`config.mk`:
```
export PLATFORM = sky130hd
export DESIGN_NAME = p2p_frame_tx
export DESIGN_NICKNAME = d
export VERILOG_FILES = /design/src/rtl/p2p_frame_tx.sv
export SDC_FILE = /design/constraint.sdc
export NUM_CORES = 1
export LEC_CHECK = 0
export CORE_ASPECT_RATIO = 2
export CORE_MARGIN = 10
export CORE_UTILIZATION = 60
export CTS_CLUSTER_DIAMETER = 50
export CTS_CLUSTER_SIZE = 25
export DETAILED_ROUTE_END_ITERATION = 10
export PLACE_DENSITY = 0.78
export SETUP_SLACK_MARGIN = 0.15
export SYNTH_ARGS = -nofsm -noshare
export SYNTH_HDL_FRONTEND = slang
export SYNTH_SLANG_ARGS = --single-unit
```
`constraint.sdc`:
```
create_clock -name clk -period 4.4 [get_ports clk]
set_input_delay 0.88 -clock clk [delete_from_list [all_inputs] [get_ports clk]]
set_output_delay 0.88 -clock clk [all_outputs]
set_load 0.02 [all_outputs]
```
`src/rtl/p2p_frame_tx.sv`:
```
// p2p_frame_tx -- transmit-side framer for the point-to-point link.
//
// Collects one payload packet of 1..MAX_LEN bytes from the local node into
// an internal buffer. It then sends the packet to the peer as one frame:
//   header   = {NODE_ID, payload length}
//   payload  = the buffered bytes, in order
//   checksum = two's complement of (header + payload), so the whole frame
//              sums to 0 mod 256
// Only one packet is in flight at a time. in_ready stays low from the last
// payload byte until the checksum has been accepted.
//
// Ports:
//   clk, rst    single clock; asynchronous active-high reset
//   in_data     payload byte from the local node
//   in_valid    in_data is valid
//   in_last     in_data is the final byte of the packet
//   in_ready    framer can accept a payload byte (high only in FILL)
//   link_data   frame byte to the peer
//   link_valid  link_data is valid; held until link_ready
//   link_ready  peer accepts link_data this cycle
//   pkt_done    one-cycle pulse after the checksum byte is accepted
//   busy        a packet is being collected or framed

module p2p_frame_tx #(
    parameter logic [3:0] NODE_ID = 4'h1,
    parameter int         MAX_LEN = 15
) (
    input  logic       clk,
    input  logic       rst,
    input  logic [7:0] in_data,
    input  logic       in_valid,
    input  logic       in_last,
    output logic       in_ready,
    output logic [7:0] link_data,
    output logic       link_valid,
    input  logic       link_ready,
    output logic       pkt_done,
    output logic       busy
);

    typedef enum logic [1:0] {
        FILL = 2'd0,
        HDR  = 2'd1,
        DATA = 2'd2,
        CSUM = 2'd3
    } state_t;

    localparam logic [3:0] MAX_CNT = 4'(MAX_LEN);

    state_t     state;
    logic [3:0] count;
    logic [3:0] count_inc;
    logic [3:0] rd_ptr;
    logic [7:0] sum;
    logic [7:0] pbuf [16];

    logic in_xfer;
    logic link_xfer;

    assign in_xfer   = in_valid && in_ready;
    assign link_xfer = link_valid && link_ready;
    assign count_inc = count + 4'd1;

    // NOTE: the payload buffer has no reset. Every entry is written before it
    // is read in each frame, so clearing it would only add reset fan-out.
    always_ff @(posedge clk) begin
        if (state == FILL && in_xfer) begin
            pbuf[count] <= in_data;
        end
    end

    // All outputs are registered and change only on a transfer. That keeps
    // link_data and link_valid stable while the peer stalls.
    // NOTE: sequential state uses non-blocking assignments only, so every
    // register samples the values from before the edge.
    always_ff @(posedge clk or posedge rst) begin
        if (rst) begin
            state      <= FILL;
            count      <= 4'd0;
            sum        <= 8'h00;
            rd_ptr     <= 4'd0;
            in_ready   <= 1'b1;
            link_valid <= 1'b0;
            link_data  <= 8'h00;
            pkt_done   <= 1'b0;
            busy       <= 1'b0;
        end else begin
            pkt_done <= 1'b0;
            case (state)
                FILL: begin
                    if (in_xfer) begin
                        count <= count_inc;
                        sum   <= sum + in_data;
                        busy  <= 1'b1;
                        // A full buffer ends the packet even without in_last.
                        if (in_last || count_inc == MAX_CNT) begin
                            state      <= HDR;
                            in_ready   <= 1'b0;
                            link_valid <= 1'b1;
                            link_data  <= {NODE_ID, count_inc};
                        end
                    end
                end

                HDR: begin
                    if (link_xfer) begin
                        // The header is part of the checksummed data.
                        sum       <= sum + link_data;
                        rd_ptr    <= 4'd0;
                        link_data <= pbuf[0];
                        state     <= DATA;
                    end
                end

                DATA: begin
                    if (link_xfer) begin
                        if (rd_ptr == count - 4'd1) begin
                            // sum already holds header + all payload bytes.
                            link_data <= (~sum) + 8'd1;
                            state     <= CSUM;
                        end else begin
                            rd_ptr    <= rd_ptr + 4'd1;
                            link_data <= pbuf[rd_ptr + 4'd1];
                        end
                    end
                end

                CSUM: begin
                    if (link_xfer) begin
                        pkt_done   <= 1'b1;
                        count      <= 4'd0;
                        sum        <= 8'h00;
                        link_valid <= 1'b0;
                        link_data  <= 8'h00;
                        in_ready   <= 1'b1;
                        busy       <= 1'b0;
                        state      <= FILL;
                    end
                end

                default: state <= FILL;
            endcase
        end
    end

endmodule

```
==> impl_metrics.prom, run 1 <==
# TYPE chip_impl_metric gauge
chip_impl_metric{name="period_minus_slack",unit="ns"} 3.28
chip_impl_metric{name="grt_overflow_total",unit=""} 0
chip_impl_metric{name="fp.dieW",unit="µm"} 97.5
chip_impl_info{name="min_to",value="link_data[4]"} 1
chip_impl_metric{name="grt_max_degree",unit=""} 38
chip_impl_metric{name="clock_buffer_count_from_cts",unit=""} 17
chip_impl_info{name="timing.hold.worst.start",value="link_data[4]"} 1
chip_impl_info{name="critical_path.reg2reg.startpoint",value="state[1]"} 1
chip_impl_metric{name="insertedDiodeCount",unit=""} 0
chip_impl_metric{name="route.vias.total",unit=""} 4240
chip_impl_metric{name="core_area",unit="mm²"} 0.0118
chip_impl_metric{name="dieArea",unit="mm²"} 0.0171
chip_impl_metric{name="required",unit="ns"} 4.71
chip_impl_metric{name="max_cap_viol_count",unit=""} 0
chip_impl_info{name="critical_path_class",value="flip-flop to flip-flop"} 1
chip_impl_info{name="cts_root_buf",value="clkbuf_16"} 1
chip_impl_metric{name="grt_antenna_before_repair",unit=""} 0
chip_impl_metric{name="netlist_instances",unit=""} 454
chip_impl_info{name="crit_slowest_cell",value="ha_1"} 1
chip_impl_metric{name="hpwlAfterDp",unit="µm"} 10800
chip_impl_info{name="tritoncts",value="done"} 1
chip_impl_metric{name="route.final.wire_length",unit="µm"} 16400
chip_impl_info{name="timing.rr.end",value="sum[6]"} 1
chip_impl_metric{name="power.static_leakage",unit="nW"} 2.94
chip_impl_info{name="cp-end-kind",value="flip-flop"} 1
chip_impl_metric{name="ant_nets",unit=""} 0
chip_impl_metric{name="drt_first_pass_iters",unit=""} 5
chip_impl_metric{name="finalSetupViolations",unit=""} 0
chip_impl_info{name="netlist_top_cells_area",value="edfxtp_1 53%, dfrtp_1 10%, mux4_2 9.7%, mux4_1 3.3%, ha_1 3.1%"} 1
chip_impl_metric{name="final_nets",unit=""} 525
chip_impl_metric{name="tightestPinTransition",unit="ns"} 0.906
chip_impl_metric{name="area_delta_synth_final",unit="%"} 15.3
chip_impl_metric{name="clock_path_buffers",unit=""} 2
chip_impl_metric{name="worst_path_largest_cell_delay",unit="ns"} 0.69
chip_impl_metric{name="syn_area",unit="mm²"} 0.00721
chip_impl_metric{name="r2r_slack",unit="ns"} 1.12
chip_impl_metric{name="synth_cell_type_count",unit=""} 53
chip_impl_metric{name="clock-sinks",unit=""} 158
chip_impl_metric{name="core.rowCount",unit=""} 56
chip_impl_metric{name="drive_gt1_share",unit="%"} 20.4
chip_impl_metric{name="post-route-drc-count",unit=""} 0
chip_impl_metric{name="final-seq-area",unit="mm²"} 0.00460
chip_impl_metric{name="synth.avg_cell_area",unit="µm²"} 15.9
chip_impl_info{name="yosysTopAreaCell",value="edfxtp_1"} 1
chip_impl_metric{name="fin_crit_sh",unit="%"} 74.5
chip_impl_metric{name="wl_per_cell",unit="µm"} 25.2
chip_impl_metric{name="hold_path_depth",unit=""} 2
chip_impl_info{name="status",value="complete, no violations"} 1
chip_impl_metric{name="max_slew_margin",unit="%"} 39.4
chip_impl_metric{name="buffer_ports.inserted",unit=""} 24
chip_impl_metric{name="cp_num_buf_inv",unit=""} 2
chip_impl_metric{name="finalWeightedCongestion",unit=""} 0.917
chip_impl_info{name="synth_flop_cell",value="edfxtp_1"} 1
chip_impl_metric{name="hold_viol",unit=""} 0
chip_impl_metric{name="fin_tns_setup",unit="ns"} 0
chip_impl_metric{name="timing.critical_path.fanout_max",unit=""} 18
chip_impl_metric{name="synth_fp_nets",unit=""} 486
chip_impl_metric{name="power.density_cell_area",unit="mW/mm²"} 397
chip_impl_metric{name="final-max-slew-violation-count",unit=""} 0
chip_impl_metric{name="synth_enable_flop_cells",unit=""} 128
chip_impl_metric{name="drt_first_iter_violations",unit=""} 316
chip_impl_metric{name="ys_ff_latch",unit=""} 158
chip_impl_metric{name="ir_worst_vdd",unit="µV"} 377
chip_impl_metric{name="clock_h_tree_levels",unit=""} 4
chip_impl_metric{name="timing.hold.ws",unit="ns"} 0.529
chip_impl_metric{name="cts_post_setup_buffers_inserted",unit=""} 0
chip_impl_info{name="critPathLaunchType",value="flip-flop"} 1
chip_impl_metric{name="start_util",unit="%"} 61.3
chip_impl_metric{name="number_of_warnings_printed_during_yosys_synthesis",unit=""} 0
chip_impl_metric{name="grt_use_total",unit="%"} 19.4
chip_impl_metric{name="ctsHoldBuffers",unit=""} 0
chip_impl_metric{name="chipHeight",unit="µm"} 175
chip_impl_metric{name="synth_async_sr_flop_share",unit="%"} 19.0
chip_impl_metric{name="clk_transition_reported_paths",unit="ns"} 0.07
chip_impl_metric{name="fmax",unit="MHz"} 305
chip_impl_metric{name="grt_pass1_wl",unit="µm"} 25500
chip_impl_metric{name="synthDominantCellAreaShare",unit="%"} 53.3
chip_impl_metric{name="synth_sequential_area_ratio",unit="%"} 63.7
chip_impl_metric{name="first_global_vias",unit=""} 4386
chip_impl_metric{name="timing.reg2reg.worst_path_depth",unit=""} 12
chip_impl_metric{name="clock-skew-final",unit="ns"} 0.00843
chip_impl_metric{name="design.portCount",unit=""} 25
chip_impl_metric{name="fillCellCount",unit=""} 741
chip_impl_info{name="path_delay_family",value="adder cells"} 1
chip_impl_metric{name="routed_via_density",unit=""} 6.51
chip_impl_metric{name="worstSkewPairLatency",unit="ns"} 0.42
chip_impl_info{name="timing.critical_path.cells",value="inv_1 > ha_1 > mux2_2 > ha_1 > inv_1 > fa_1 > nor2b_1 > o21ai_0 > a21boi_0 > o21a_1 > nor3_1 > o41ai_1"} 1
chip_impl_metric{name="post_cts_resize_count",unit=""} 0
chip_impl_info{name="hp-class",value="flip-flop to flip-flop"} 1
chip_impl_metric{name="worstPathArrival",unit="ns"} 3.59
chip_impl_metric{name="multiInputGateArea",unit="mm²"} 0.00244
chip_impl_info{name="unrepaired_setup_endpoints_after_global_routing",value="false"} 1
cell families after synthesis:
kind of cell	count (synthesis)	synth area share, %
buf+inv	40	2.41
mux	54	15.1
fa+ha+maj	19	3.40
xor+xnor	18	2.19
simple gates	92	5.99
flops	158	63.7
compound gates	73	7.17
where the power goes:
group / total (mW) / internal [mW] / switching [mW]
clock network: 1.59 / 0.928 / 0.659
registers: 1.63 / 1.62 / 0.00640
logic: 0.0917 / 0.0368 / 0.0549
sequential cells by signal, indices dropped and copies added (netlist names):
register    count
state           2
in_ready        1
busy            1
pkt_done        1
sum             8
pbuf          128
link_data       8
count           4
rd_ptr          4
link_valid      1
Yosys cell counts (4+ instances only):
library cell	number
nand2_1	31
ha_1	18
xor2_1	5
dfrtp_1	29
a22o_1	12
a221o_1	5
mux4_2	31
mux4_1	9
a21oi_1	13
clkbuf_1	15
nor2_1	23
and3_1	6
inv_1	16
edfxtp_1	128
nor3_1	12
o21ai_0	17
xnor2_1	13
mux2_2	13
nor2b_1	4
nand3_1	4
worst max path at each step:
stage	startpoint	endpoint	slack (ns)	depth (start not counted)
floorplan	state[1]	sum[6]	1.46	14
global placement	in_data[0]	sum[6]	0.86	11
finish	state[1]	sum[6]	1.12	12
global route	state[1]	sum[6]	0.93	12
detailed placement	in_data[0]	sum[6]	0.72	11
CTS	rd_ptr[1]	link_data[6]	1.15	6
layer usage:
| layer | global-route usage (%) | wire length (µm) | vias up |
|---|---|---|---|
| met2 | 35.0 | 9190 | 149 |
| li1 | - | - | 1860 |
| met5 | 0 | 0 | - |
| met4 | 9.26 | 531 | 0 |
| met3 | 4.07 | 647 | 31 |
| met1 | 20.8 | 6010 | 2200 |
worst register-to-register path, delay by kind of cell, from the launching register on:
family	cells	cell delay [ns]
adders and majority gates	3	1.22
AOI/OAI and AO/OA	4	0.87
DFF	1	0.41
muxes	1	0.30
and+or+nand+nor	2	0.20
buffers and inverters	2	0.15
metrics by stage:
step,util (%),power (mW),worst slack (ns),cell area (µm²),std cells
floorplan,-,1.70,1.46,7210,454
global placement,65.2,1.74,0.858,7670,619
detailed placement,65.2,1.75,0.717,7670,619
CTS,70.6,3.32,1.15,8320,651
global route,70.6,3.39,0.930,8320,651
finish,70.6,3.30,1.12,8320,651
layout by cell type, fill, tap and decap left out, types with 3 or more instances in the layout:
cell             synthesis  routed
a221o_1                  5       5
a21oi_1                 13      13
inv_1                   16      16
nor2b_1                  4       4
o41ai_1                  3       3
a22o_1                  12      12
or2_2                    3       3
mux4_2                  31      31
and3_1                   6       6
dfrtp_1                 29      28
inv_8                    0       7
xor2_1                   5       5
a21boi_0                 3       3
clkbuf_16                0      17
clkdlybuf4s50_1          0      24
mux4_1                   9       9
nor3_1                  12      12
edfxtp_1               128     128
nand2_1                 31      31
bufinv_16                0       3
nand3_1                  4       4
buf_4                    1      20
mux2_2                  13      13
xnor2_1                 13      13
o21ai_0                 17      17
nand2b_1                 3       3
ha_1                    18      18
nor2_1                  23      23
layout make-up:
cell class | count | area share, %
inverter | 16 | 0.722
clock buffer | 17 | 5.12
sequential | 158 | 55.3
timing repair buffer | 44 | 4.69
tap | 145 | 2.18
multi-input combinational | 256 | 29.4
clock inverter | 15 | 2.63
No activity file was read; power rests on OpenSTA's default activity.
==> inputs of run 2 (changes only) <==
Settings changed: CORE_UTILIZATION 60 to 55, PLACE_DENSITY 0.78 to 0.76.
Clock period 4.4 ns to 2.85 ns, I/O delays scaled along.
==> impl_metrics.prom, run 2 (same netlist as run 1, synthesis figures left out) <==
# TYPE chip_impl_metric gauge
chip_impl_metric{name="worstSkewPairLatency",unit="ns"} 0.43
chip_impl_metric{name="layout_cells_excl_fill",unit=""} 692
chip_impl_metric{name="final_nets",unit=""} 559
chip_impl_metric{name="grt_overflow_total",unit=""} 0
chip_impl_metric{name="pre_cts_slack",unit="ns"} -0.353
chip_impl_metric{name="power.static_leakage",unit="nW"} 3.16
chip_impl_metric{name="hpwlAfterDp",unit="µm"} 11200
chip_impl_info{name="final_common_cell",value="edfxtp_1"} 1
chip_impl_metric{name="worstPathArrival",unit="ns"} 2.97
chip_impl_metric{name="first_global_vias",unit=""} 4563
chip_impl_metric{name="p_int",unit="mW"} 3.84
chip_impl_metric{name="fp.dieW",unit="µm"} 101
chip_impl_metric{name="ant_nets",unit=""} 0
chip_impl_metric{name="ir_worst_vdd",unit="µV"} 670
chip_impl_metric{name="core.rowCount",unit=""} 59
chip_impl_metric{name="tightestPinTransition",unit="ns"} 0.721
chip_impl_metric{name="period_minus_slack",unit="ns"} 2.65
chip_impl_metric{name="max_slew_margin",unit="%"} 52.0
chip_impl_metric{name="numPlacedInstances",unit=""} 650
chip_impl_info{name="cp-end-kind",value="flip-flop"} 1
chip_impl_metric{name="clock_path_buffers",unit=""} 2
chip_impl_metric{name="clock-skew-final",unit="ns"} 0.0103
chip_impl_metric{name="drt_first_iter_violations",unit=""} 339
chip_impl_metric{name="finalSetupViolations",unit=""} 0
chip_impl_metric{name="finalWeightedCongestion",unit=""} 0.874
chip_impl_metric{name="clock-sinks",unit=""} 158
chip_impl_metric{name="area_delta_synth_final",unit="%"} 21.1
chip_impl_metric{name="clock_buffer_count_from_cts",unit=""} 17
chip_impl_metric{name="core_area",unit="mm²"} 0.0129
chip_impl_metric{name="largest_reg_flops",unit=""} 128
chip_impl_metric{name="post-route-drc-count",unit=""} 0
chip_impl_metric{name="dieArea",unit="mm²"} 0.0184
chip_impl_info{name="setup.worst_path.start",value="rd_ptr[0]"} 1
chip_impl_metric{name="route.vias.total",unit=""} 4343
chip_impl_info{name="biggest_regs",value="pbuf x128, link_data x8, sum x8"} 1
chip_impl_metric{name="max_cap_viol_count",unit=""} 0
chip_impl_metric{name="start_util",unit="%"} 55.8
chip_impl_metric{name="p_clk_share",unit="%"} 46.5
chip_impl_metric{name="route.final.wire_length",unit="µm"} 17300
chip_impl_info{name="critPathLaunchType",value="flip-flop"} 1
chip_impl_metric{name="power.density_cell_area",unit="mW/mm²"} 573
chip_impl_metric{name="grt_pass1_wl",unit="µm"} 26900
chip_impl_info{name="layout_common_cells",value="128 x edfxtp_1, 47 x buf_4, 31 x nand2_1, 31 x mux4_2, 27 x dfrtp_1"} 1
chip_impl_metric{name="grt_use_total",unit="%"} 19.6
chip_impl_metric{name="drt_first_pass_iters",unit=""} 5
chip_impl_metric{name="design.portCount",unit=""} 25
chip_impl_metric{name="insertedDiodeCount",unit=""} 0
chip_impl_info{name="cts_root_buf",value="clkbuf_16"} 1
chip_impl_metric{name="setup_ws_post_layout",unit="ns"} 0.201
chip_impl_metric{name="required",unit="ns"} 3.17
chip_impl_metric{name="routed_via_density",unit=""} 6.28
chip_impl_metric{name="grt_antenna_before_repair",unit=""} 0
chip_impl_metric{name="fin_crit_sh",unit="%"} 92.9
chip_impl_metric{name="clk_transition_reported_paths",unit="ns"} 0.07
chip_impl_metric{name="net-switching-power",unit="mW"} 1.16
chip_impl_metric{name="p_sw_share",unit="%"} 23.3
chip_impl_metric{name="chipHeight",unit="µm"} 182
chip_impl_info{name="tritoncts",value="done"} 1
chip_impl_metric{name="grt_max_degree",unit=""} 31
chip_impl_info{name="status",value="complete, no violations"} 1
chip_impl_metric{name="buffer_ports.inserted",unit=""} 24
chip_impl_metric{name="wl_per_cell",unit="µm"} 25.0
chip_impl_metric{name="final-max-slew-violation-count",unit=""} 0
chip_impl_info{name="unrepaired_setup_endpoints_after_global_routing",value="true"} 1
chip_impl_info{name="max_flop_register",value="pbuf"} 1
chip_impl_metric{name="clock_h_tree_levels",unit=""} 4
chip_impl_metric{name="fmax",unit="MHz"} 378
chip_impl_metric{name="seq_power_share",unit="%"} 50.2
chip_impl_metric{name="power_frac_comb",unit="%"} 3.4
chip_impl_metric{name="drive_gt1_share",unit="%"} 27.4
chip_impl_info{name="critical_path.reg2reg.startpoint",value="rd_ptr[0]"} 1
chip_impl_metric{name="fillCellCount",unit=""} 826
chip_impl_metric{name="hold_viol",unit=""} 0
chip_impl_info{name="hp-class",value="input port to asynchronous set/reset pin"} 1
chip_impl_metric{name="fin_tns_setup",unit="ns"} 0
chip_impl_metric{name="timing.critical_path.fanout_max",unit=""} 12
chip_impl_info{name="critical_path_class",value="flip-flop to flip-flop"} 1
-- run 2: cell types whose count changed in the layout (fill, tap and decap cells not counted), moves of 3 or more --
cell,delta
buf_4,+27
buf_12,+5
clkinv_8,+4
inv_8,-3
-- run 2: layer usage --
layer  up-vias  global-route usage [%]  wire (µm)
li1       1932                       -          -
met1      2188                    19.9       5820
met2       173                    35.6       9860
met3        50                    4.11        806
met4         0                    10.6        820
met5         -                       0          0
-- run 2: through the flow --
step           instance area, µm²  utilization [%]  power, mW  hold WS [ns]
2_1_floorplan                7230                -       2.63         0.513
3_3_place_gp                 7910             61.2       2.70         0.498
3_5_place_dp                 7910             61.2       2.71         0.514
4_1_cts                      8620             66.7       5.01         0.520
5_1_grt                      8740             67.6       5.12         0.554
6_report                     8740             67.6       5.00         0.519
-- run 2: repair_timing --
action,CTS,global route
endpoints found under the setup margin,5,7
setup buffers,0,8
hold buffers,0,0
gates cloned,2,0
pin swaps,0,3
gates resized for setup,5,13
-- run 2: cell type report --
type                       instances  area [µm²]  area share [%]
sequential                       158        4600            52.6
multi-input combinational        256        2500            28.6
timing repair buffer              78         763            8.74
clock buffer                      17         425            4.87
clock inverter                    15         200            2.29
tap                              152         190            2.18
inverter                          16        60.1           0.687
-- run 2: worst max-delay path: stages (launching register included) --
cell	delay (ns)
dfrtp_2	0.47
ha_4	0.34
buf_12	0.15
mux4_2	0.32
mux4_2	0.49
mux2_2	0.28
a221o_1	0.30
a22o_1	0.18
-- run 2: final timing paths --
kind | to | depth (start not counted) | slack (ns)
max in group asynchronous | in_ready | 3 | 2.00
min in group clk | link_data[1] | 2 | 0.52
worst max register to register | link_data[3] | 7 | 0.20
worst max-delay path | link_data[3] | 7 | 0.20
worst min register to register | link_data[1] | 2 | 0.52
worst min-delay path | count[0] | 3 | 0.52
-- run 2: power by group through the flow --
stage | Sequential (mW) | Clock [mW] | Combinational [mW]
4_1_cts | 2.51 | 2.35 | 0.155
5_1_grt | 2.51 | 2.42 | 0.183
3_3_place_gp | 2.56 | 0 | 0.145
2_1_floorplan | 2.56 | 0 | 0.0740
6_report | 2.51 | 2.33 | 0.168
3_5_place_dp | 2.56 | 0 | 0.152
==> inputs of run 3 (changes only) <==
Settings changed: REMOVE_ABC_BUFFERS from default to 1.
==> impl_metrics.prom, run 3 (same netlist as run 1, synthesis figures left out) <==
# TYPE chip_impl_metric gauge
chip_impl_info{name="status",value="complete, no violations"} 1
chip_impl_info{name="layout_common_cells",value="128 x edfxtp_1, 45 x buf_4, 32 x mux4_2"} 1
chip_impl_info{name="timing.rr.end",value="link_data[3]"} 1
chip_impl_metric{name="fin_tns_setup",unit="ns"} 0
chip_impl_metric{name="routed_via_density",unit=""} 6.46
chip_impl_metric{name="worst_path_largest_cell_delay",unit="ns"} 0.48
chip_impl_metric{name="insertedDiodeCount",unit=""} 0
chip_impl_info{name="crit_slowest_cell",value="mux4_2"} 1
chip_impl_info{name="max_flop_register",value="pbuf"} 1
chip_impl_metric{name="period_minus_slack",unit="ns"} 2.68
chip_impl_metric{name="route.final.wire_length",unit="µm"} 17300
chip_impl_metric{name="total_power",unit="mW"} 4.96
chip_impl_metric{name="power_frac_comb",unit="%"} 3.4
chip_impl_metric{name="max_slew_margin",unit="%"} 44.0
chip_impl_info{name="cp-end-kind",value="flip-flop"} 1
chip_impl_metric{name="grt_pass1_wl",unit="µm"} 26400
chip_impl_metric{name="buffer_ports.inserted",unit=""} 24
chip_impl_info{name="critical_path_class",value="flip-flop to flip-flop"} 1
chip_impl_metric{name="grt_overflow_total",unit=""} 0
chip_impl_metric{name="finalWeightedCongestion",unit=""} 0.896
chip_impl_metric{name="required",unit="ns"} 3.17
chip_impl_metric{name="ant_nets",unit=""} 0
chip_impl_metric{name="layout_cells_excl_fill",unit=""} 688
chip_impl_metric{name="clock-sinks",unit=""} 158
chip_impl_metric{name="max_cap_viol_count",unit=""} 0
chip_impl_metric{name="ctsHoldBuffers",unit=""} 0
chip_impl_info{name="hp-class",value="flip-flop to flip-flop"} 1
chip_impl_metric{name="power.density_cell_area",unit="mW/mm²"} 576
chip_impl_info{name="timing.critical_path.cells",value="ha_4 > buf_12 > mux4_1 > mux4_2 > mux2_2 > a221o_1 > a22o_1"} 1
chip_impl_metric{name="drt_first_pass_iters",unit=""} 5
chip_impl_metric{name="clock_buffer_count_from_cts",unit=""} 17
chip_impl_metric{name="r2r_slack",unit="ns"} 0.17
chip_impl_metric{name="first_global_vias",unit=""} 4578
chip_impl_metric{name="clk_transition_reported_paths",unit="ns"} 0.07
chip_impl_metric{name="design.portCount",unit=""} 25
chip_impl_metric{name="worstPathArrival",unit="ns"} 3.00
chip_impl_metric{name="clock_path_buffers",unit=""} 2
chip_impl_metric{name="largest_reg_flops",unit=""} 128
chip_impl_info{name="critical_path.reg2reg.startpoint",value="rd_ptr[1]"} 1
chip_impl_metric{name="worstSkewPairLatency",unit="ns"} 0.43
chip_impl_metric{name="tightestPinTransition",unit="ns"} 0.839
chip_impl_metric{name="chipHeight",unit="µm"} 182
chip_impl_metric{name="finalSetupViolations",unit=""} 0
chip_impl_info{name="setup.worst_path.start",value="rd_ptr[1]"} 1
chip_impl_metric{name="wl_per_cell",unit="µm"} 25.1
chip_impl_metric{name="p_clk_share",unit="%"} 46.0
chip_impl_metric{name="design_area",unit="mm²"} 0.00861
chip_impl_info{name="timing.hold.worst.start",value="link_data[4]"} 1
chip_impl_metric{name="grt_antenna_before_repair",unit=""} 0
chip_impl_info{name="cts_root_buf",value="clkbuf_16"} 1
chip_impl_metric{name="core_area",unit="mm²"} 0.0129
chip_impl_metric{name="route.vias.total",unit=""} 4447
chip_impl_metric{name="ir_worst_vdd",unit="µV"} 451
chip_impl_metric{name="fin_crit_sh",unit="%"} 94.1
chip_impl_metric{name="net-switching-power",unit="mW"} 1.13
chip_impl_metric{name="dieArea",unit="mm²"} 0.0184
chip_impl_metric{name="numPlacedInstances",unit=""} 650
chip_impl_metric{name="timing.critical_path.fanout_max",unit=""} 16
chip_impl_info{name="unrepaired_setup_endpoints_after_global_routing",value="false"} 1
chip_impl_metric{name="start_util",unit="%"} 55.8
chip_impl_metric{name="grt_use_total",unit="%"} 19.0
chip_impl_metric{name="fp.dieW",unit="µm"} 101
chip_impl_metric{name="hold_viol",unit=""} 0
chip_impl_metric{name="p_sw_share",unit="%"} 22.8
chip_impl_metric{name="p_int",unit="mW"} 3.83
chip_impl_metric{name="drive_gt1_share",unit="%"} 26.3
chip_impl_metric{name="area_delta_synth_final",unit="%"} 19.4
chip_impl_metric{name="clock_h_tree_levels",unit=""} 4
chip_impl_metric{name="fmax",unit="MHz"} 373
chip_impl_metric{name="post-route-drc-count",unit=""} 0
chip_impl_metric{name="dpl_cell_area",unit="mm²"} 0.00789
chip_impl_info{name="critPathLaunchType",value="flip-flop"} 1
chip_impl_metric{name="timing.reg2reg.worst_path_depth",unit=""} 7
chip_impl_metric{name="power.static_leakage",unit="nW"} 3.09
chip_impl_metric{name="seq_power_share",unit="%"} 50.6
chip_impl_metric{name="drt_first_iter_violations",unit=""} 403
chip_impl_metric{name="core.rowCount",unit=""} 59
chip_impl_info{name="biggest_regs",value="pbuf x128, link_data x8, sum x8"} 1
chip_impl_metric{name="hold_path_depth",unit=""} 2
chip_impl_metric{name="timing.hold.ws",unit="ns"} 0.532
chip_impl_info{name="min_to",value="link_data[4]"} 1
chip_impl_metric{name="hpwlAfterDp",unit="µm"} 11300
chip_impl_metric{name="clock-skew-final",unit="ns"} 0.00807
chip_impl_metric{name="final_nets",unit=""} 555
chip_impl_info{name="tritoncts",value="done"} 1
chip_impl_info{name="final_common_cell",value="edfxtp_1"} 1
chip_impl_metric{name="final-max-slew-violation-count",unit=""} 0
chip_impl_metric{name="grt_max_degree",unit=""} 38
[run 3: cell types whose count changed in the layout (fill, tap and decap cells not counted), moves of 2 or more]
| cell | previous run | this run |
|---|---|---|
| buf_4 | 47 | 45 |
| a21oi_2 | 2 | 0 |
| inv_8 | 4 | 6 |
| buf_12 | 5 | 2 |
| clkinvlp_4 | 0 | 2 |
| clkinv_8 | 5 | 2 |
| clkinv_4 | 4 | 1 |
| a21oi_1 | 11 | 13 |
| dlymetal6s2s_1 | 2 | 0 |
[run 3: critical path, delay by kind of cell (launching register included)]
kind / cells / cell delay (ns)
compound gates: 2 / 0.46
buf+inv: 1 / 0.17
fa+ha+maj: 1 / 0.34
flops: 1 / 0.46
mux: 3 / 1.11
[run 3: timing repair]
item                                    in CTS  in global routing
pin swaps                                    1                  1
gates cloned                                 1                  1
gates resized for setup                      7                  9
endpoints found under the setup margin       4                  7
buffers inserted                             0                  4
[run 3: per-layer routing]
metal	routed length [µm]	track usage [%]	vias up
met4	846	9.30	0
met3	883	3.92	59
met1	5900	20.0	2255
li1	-	-	1919
met2	9670	34.3	214
met5	0	0	-
[run 3: final cells by class]
cell class / count / area (µm²)
clock buffer: 17 / 425
clock inverter: 15 / 175
fill: 830 / 4310
inverter: 16 / 60.1
multi-input combinational: 256 / 2480
sequential: 158 / 4600
tap: 152 / 190
timing repair buffer: 74 / 686
[run 3: worst max path at each step]
stage / to / depth (start not counted)
floorplan: link_data[3] / 6
global placement: sum[6] / 11
detailed placement: sum[6] / 11
CTS: sum[7] / 11
global route: link_data[3] / 7
finish: link_data[3] / 7
[run 3: power groups by stage]
stage / clock (mW) / combinational (mW) / sequential (mW)
after floorplan: 0 / 0.0740 / 2.56
after global placement: 0 / 0.147 / 2.56
after detailed placement: 0 / 0.156 / 2.56
after CTS: 2.30 / 0.160 / 2.51
after global routing: 2.40 / 0.182 / 2.51
final: 2.28 / 0.166 / 2.51
[run 3: metrics by stage]
step | setup WS (ns) | utilization, %
after floorplan | -1.19 | -
after global placement | -0.359 | 61.0
after detailed placement | -0.476 | 61.0
after CTS | 0.120 | 66.1
after global routing | 0.130 | 66.7
final | 0.168 | 66.7
